### src/rtl/conv_pkg.sv
// Shared constants and FSM state encoding for the binary 3x3 convolution job scheduler.
package conv_pkg;

  localparam int ADDR_W = 12;
  localparam int DATA_W = 16;
  localparam logic [15:0] END_MARK = 16'h00FF;
  localparam int MAX_DIM = 16;

  typedef enum logic [3:0] {
    IDLE,
    W_REQ,
    W_CAP,
    H_ROWS,
    H_COLS,
    CHECK,
    ISSUE,
    RUN,
    DONE
  } sched_state_e;

endpackage

### src/rtl/sram_read_mux.sv
// Input-SRAM read port arbitration: the engine owns the port while granted, the scheduler otherwise.
module sram_read_mux
  import conv_pkg::*;
#(
  parameter int ADDR_W = conv_pkg::ADDR_W
) (
  input  logic              grant,
  input  logic [ADDR_W-1:0] sched_addr,
  input  logic [ADDR_W-1:0] eng_addr,
  output logic [ADDR_W-1:0] read_addr
);

  assign read_addr = grant ? eng_addr : sched_addr;

endmodule

### src/rtl/conv_job_scheduler.sv
// Run sequencer: loads the kernel once, then walks input matrix headers and issues one engine job per legal matrix.
module conv_job_scheduler #(
  parameter int                 ADDR_W         = conv_pkg::ADDR_W,
  parameter int                 DATA_W         = conv_pkg::DATA_W,
  parameter logic [DATA_W-1:0]  END_MARK       = conv_pkg::END_MARK,
  parameter logic [ADDR_W-1:0]  IN_BASE        = '0,
  parameter logic [ADDR_W-1:0]  OUT_BASE       = '0,
  parameter logic [ADDR_W-1:0]  WMEM_DATA_ADDR = ADDR_W'(1),
  parameter int                 MAX_DIM        = conv_pkg::MAX_DIM
) (
  input  logic              clk,
  input  logic              reset_b,
  input  logic              dut_run,
  output logic              dut_busy,
  output logic [ADDR_W-1:0] dut_wmem_read_address,
  input  logic [DATA_W-1:0] wmem_dut_read_data,
  output logic [ADDR_W-1:0] dut_sram_read_address,
  input  logic [DATA_W-1:0] sram_dut_read_data,
  input  logic [ADDR_W-1:0] eng_read_address,
  output logic [8:0]        weights_data,
  output logic              load_weights,
  output logic              job_valid,
  input  logic              job_ready,
  output logic [ADDR_W-1:0] job_in_base,
  output logic [4:0]        job_nrows,
  output logic [4:0]        job_ncols,
  output logic [ADDR_W-1:0] job_out_base,
  input  logic              job_done,
  output logic [7:0]        jobs_issued
);

  import conv_pkg::*;

  sched_state_e      state;
  logic [ADDR_W-1:0] in_ptr;
  logic [ADDR_W-1:0] out_ptr;
  logic [ADDR_W-1:0] sched_addr;
  logic [DATA_W-1:0] hdr_rows;
  logic [ADDR_W:0]   in_next;
  logic              unused_wmem_bits;

  function automatic logic dim_ok(input logic [DATA_W-1:0] d);
    return (d >= DATA_W'(3)) && (d <= DATA_W'(MAX_DIM));
  endfunction

  function automatic logic [7:0] sat_inc8(input logic [7:0] v);
    return (v == 8'hFF) ? v : v + 8'd1;
  endfunction

  // Next header address; the extra MSB flags a wrap past the top of the SRAM.
  assign in_next = {1'b0, in_ptr} + (ADDR_W+1)'(hdr_rows[4:0]) + (ADDR_W+1)'(2);
  assign unused_wmem_bits = ^wmem_dut_read_data[DATA_W-1:9];

  sram_read_mux #(.ADDR_W(ADDR_W)) u_mux (
    .grant      (state == RUN),
    .sched_addr (sched_addr),
    .eng_addr   (eng_read_address),
    .read_addr  (dut_sram_read_address)
  );

  always_ff @(posedge clk or negedge reset_b) begin
    if (!reset_b) begin
      state                 <= IDLE;
      dut_busy              <= 1'b0;
      dut_wmem_read_address <= '0;
      sched_addr            <= '0;
      weights_data          <= '0;
      load_weights          <= 1'b0;
      job_valid             <= 1'b0;
      job_in_base           <= '0;
      job_nrows             <= '0;
      job_ncols             <= '0;
      job_out_base          <= '0;
      jobs_issued           <= '0;
      in_ptr                <= IN_BASE;
      out_ptr               <= OUT_BASE;
      hdr_rows              <= '0;
    end else begin
      load_weights <= 1'b0;
      case (state)
        IDLE: begin
          if (dut_run) begin
            state                 <= W_REQ;
            dut_busy              <= 1'b1;
            in_ptr                <= IN_BASE;
            out_ptr               <= OUT_BASE;
            jobs_issued           <= '0;
            dut_wmem_read_address <= WMEM_DATA_ADDR;
          end
        end
        W_REQ: state <= W_CAP;
        W_CAP: begin
          weights_data <= wmem_dut_read_data[8:0];
          load_weights <= 1'b1;
          sched_addr   <= in_ptr;
          state        <= H_ROWS;
        end
        // Address is presented one state ahead so data lands in the sampling state.
        H_ROWS: begin
          sched_addr <= in_ptr + ADDR_W'(1);
          state      <= H_COLS;
        end
        H_COLS: begin
          hdr_rows <= sram_dut_read_data;
          state    <= (sram_dut_read_data == END_MARK) ? DONE : CHECK;
        end
        CHECK: begin
          if (dim_ok(hdr_rows) && dim_ok(sram_dut_read_data)) begin
            job_valid    <= 1'b1;
            job_in_base  <= in_ptr + ADDR_W'(2);
            job_nrows    <= hdr_rows[4:0];
            job_ncols    <= sram_dut_read_data[4:0];
            job_out_base <= out_ptr;
            state        <= ISSUE;
          end else if (in_next[ADDR_W]) begin
            state <= DONE;
          end else begin
            in_ptr     <= in_next[ADDR_W-1:0];
            sched_addr <= in_next[ADDR_W-1:0];
            state      <= H_ROWS;
          end
        end
        ISSUE: begin
          if (job_ready) begin
            job_valid   <= 1'b0;
            jobs_issued <= sat_inc8(jobs_issued);
            state       <= RUN;
          end
        end
        RUN: begin
          if (job_done) begin
            out_ptr <= out_ptr + ADDR_W'(job_nrows) - ADDR_W'(2);
            if (in_next[ADDR_W]) begin
              state <= DONE;
            end else begin
              in_ptr     <= in_next[ADDR_W-1:0];
              sched_addr <= in_next[ADDR_W-1:0];
              state      <= H_ROWS;
            end
          end
        end
        DONE: begin
          dut_busy <= 1'b0;
          state    <= IDLE;
        end
        default: state <= IDLE;
      endcase
    end
  end

endmodule
### config.mk
export PLATFORM = sky130hd
export DESIGN_NAME = conv_job_scheduler
export DESIGN_NICKNAME = d
export VERILOG_FILES = /design/src/rtl/conv_pkg.sv /design/src/rtl/sram_read_mux.sv /design/src/rtl/conv_job_scheduler.sv
export SDC_FILE = /design/constraint.sdc
export NUM_CORES = 1
export LEC_CHECK = 0
export CORE_MARGIN = 4
export CORE_UTILIZATION = 45
export DETAILED_ROUTE_END_ITERATION = 7
export GPL_TIMING_DRIVEN = 0
export PLACE_DENSITY_LB_ADDON = 0.12
export RECOVER_POWER = 100
export SKIP_CTS_REPAIR_TIMING = 1
export SYNTH_ARGS = -nofsm -noshare
export SYNTH_HDL_FRONTEND = slang
export SYNTH_SLANG_ARGS = --single-unit
export TNS_END_PERCENT = 20
### constraint.sdc
create_clock -name clk -period 5.6 [get_ports clk]
set_input_delay 1.12 -clock clk [delete_from_list [all_inputs] [get_ports clk]]
set_output_delay 1.12 -clock clk [all_outputs]
set_load 0.01 [all_outputs]
==> results_dict.tcl <==
set metrics [dict create \
    status "complete, but fails checks" \
    violations "capacitance limit, slew limit" \
    synth_top_flop_cell "dfrtp_1" \
    cts_max_path_buffers 2 \
    firstDrtPassIters 6 \
    maxCapViolCount 1 \
    clk_pin_slew_ps 70 \
    yosysMostFrequentCell "nand2_1" \
    routed_wl_um 15100 \
    synth_area_leaders "dfrtp_1, nand2_1, ha_1" \
    core_um2 13300 \
    finalCoreUtilization_pct 58.4 \
    tns_ps 0 \
    yosys-top-cells-count "nand2_1, dfrtp_1, nor2_1" \
    grt_first_pass_wirelength_um 25600 \
    async_flop_share_pct 100 \
    layout.nets 862 \
    io_pins 127 \
    die_w_um 125 \
    dpl_cell_area_um2 7500 \
    fin_worst_skew_ps 10.5 \
    areaGrowthSynthToFinish_pct 26.5 \
    synth-seq-area-share_pct 45.3 \
    grt_start_max_net_pins 61 \
    syn-cell-area_um2 6140 \
    p_total_mw 3.23 \
    num_vias 5200 \
    first_iter_violations 386 \
    grt-ovfl-total 0 \
    stdcell_area_um2 7760 \
    start_util_pct 46.2 \
    fmax_ghz 0.236 \
    place.gp.congestion 0.872 \
    setup_viol_count_final 0 \
    hold_ws_ps 470 \
    required_ps 5830 \
    yosysUniqueCellTypes 62 \
    port_buffers 108 \
    viasPerCell 5.40 \
    cpPeakStageDelay_ps 850 \
    criticalPathCategory "input port to register" \
    hp-class "register to register" \
    crit_path_top_delay_cell "nor3_1" \
    die_area_um2 15600 \
    drtAntennaViolNets 0 \
    rows 42 \
    syn_avg_cell_area_um2 9.40 \
    tritoncts "yes" \
    peakVddDrop_mv 0.270 \
    cts_made_buffers 9 \
    synth-seq-cells 111 \
    min_period_ps 4240 \
    cp_cell_sequence "dlygate4sd3_1 -> nor4_1 -> mux2i_1 -> or4_1 -> nor3_1 -> or4_1 -> buf_6 -> mux2_1" \
    power_density_nw_per_um2 416 \
    critPathArrivalTime_ps 4470 \
    start_kind "input port" \
    critPathMaxFanout 10 \
    worst-path-buf-inv 2 \
    maxSlewHeadroom_pct -126 \
    synth_top_cell_area_share_pct 45.3 \
    cts_sinks 111 \
    tightest_slew_ps 3390 \
    cpMostUsedCell "or4_1" \
    diodes 0 \
    htree_num_levels 3 \
    grt_usage_pct 19.8 \
    dpl.hpwl_um 11600 \
    drive_gt1_share_pct 7.50 \
    synth_edf_count 0 \
    clockRootBuffer "clkbuf_16" \
    period_share_pct 75.6 \
    yosys_warnings 0 \
    detail_route.wl_per_cell_um 15.6 \
    final-max-slew-violation-count 60 \
    route.detailed.drc 0 \
    critical_path.top_delay_family "simple AND/OR/NAND/NOR gates" \
    yosys.area.top_type "dfrtp_1" \
    dieHeight_um 125 \
    leakagePower_nw 3.67 \
    hold_viol_final 0 \
    antenna_found_initial 0 \
    worstSetupEndpointType "register" \
    netlist_instances 653 \
    clk_latency_ps 350 \
    rsz0062_at_grt "false" \
    grt_pass1_vias 5172 \
]
[layer usage]
metal / GRT usage, % / vias up / wire length [um]
met1: 27.2 / 2501 / 6930
met3: 5.10 / 17 / 957
met5: 0 / - / 0
li1: - / 2527 / -
met2: 31.6 / 155 / 7000
met4: 4.64 / 0 / 171
[registers in the layout, summed over array words and instances (netlist names), 8 cells and up]
name          flops
out_ptr          12
job_out_base     12
job_in_base      12
in_ptr           12
weights_data      9
jobs_issued       8
hdr_rows         16
sched_addr       12
[where the power goes]
part	leakage (nW)	internal, mW	switching (mW)
clock	0.130	0.325	0.292
sequential	1.45	0.988	0.149
combinational	2.09	0.686	0.792
[path summary, 6_finish.rpt]
| check | from | endpoint | slack [ps] | cells past startpoint |
|---|---|---|---|---|
| max | sram_dut_read_data[2] | sched_addr[11]$_DFFE_PN0P_ | 1360 | 8 |
| min | job_out_base[0]$_DFFE_PN0P_ | job_out_base[0]$_DFFE_PN0P_ | 470 | 2 |
| max reg2reg | in_ptr[1]$_DFFE_PN0P_ | sched_addr[11]$_DFFE_PN0P_ | 2290 | 11 |
| min reg2reg | job_out_base[0]$_DFFE_PN0P_ | job_out_base[0]$_DFFE_PN0P_ | 470 | 2 |
| max in group asynchronous | reset_b | sched_addr[11]$_DFFE_PN0P_ | 1790 | 1 |
| min in group asynchronous | reset_b | out_ptr[5]$_DFFE_PN0P_ | 1920 | 1 |
[through the flow]
step	setup slack, ps	std cells
finish	1360	963
global route	1040	963
CTS	1820	963
detailed placement	1730	948
global placement	-925	947
floorplan	2540	663
[area by class of cell]
| type | instances | area (um2) |
|---|---|---|
| multi-input combinational | 478 | 3050 |
| clock inverter | 4 | 31.3 |
| inverter | 33 | 124 |
| fill | 1192 | 5530 |
| timing repair buffer | 109 | 1100 |
| clock buffer | 11 | 253 |
| sequential | 111 | 2780 |
| buffer | 41 | 204 |
| tap | 176 | 220 |
[worst reg2reg max path: cells and delay by family, from the launching register on]
family,cells,cell delay [ps]
compound gates,2,670
fa+ha+maj,2,500
buf+inv,3,310
flops,1,510
mux,1,310
simple gates,3,890
[placed cells by master (no fill, tap or decap), types with 12 or more instances in the layout]
| master | instances |
|---|---|
| o21ai_0 | 44 |
| nor2_1 | 46 |
| xor2_1 | 12 |
| nand2_1 | 112 |
| clkdlybuf4s50_1 | 38 |
| nand3_1 | 19 |
| mux2_2 | 28 |
| a21oi_1 | 26 |
| dfrtp_1 | 111 |
| clkbuf_1 | 29 |
| xnor2_1 | 15 |
| ha_1 | 28 |
| dlygate4sd3_1 | 69 |
| inv_1 | 33 |
[cells by family (layout without fill, tap and decap cells)]
family                   count (synthesis)  in the layout  share of synthesized area (%)
adder cells (fa/ha/maj)                 30             30                           6.36
AO/OA/AOI/OAI                          128            128                           13.2
multiplexers                            42             42                           7.58
XOR/XNOR                                27             27                           3.85
flip-flops                             111            111                           45.3
buffers and inverters                   74            198                           5.36
AND/OR/NAND/NOR                        240            240                           18.3
other                                    1             11                         0.0611
Power figures use the tool's default switching activity.
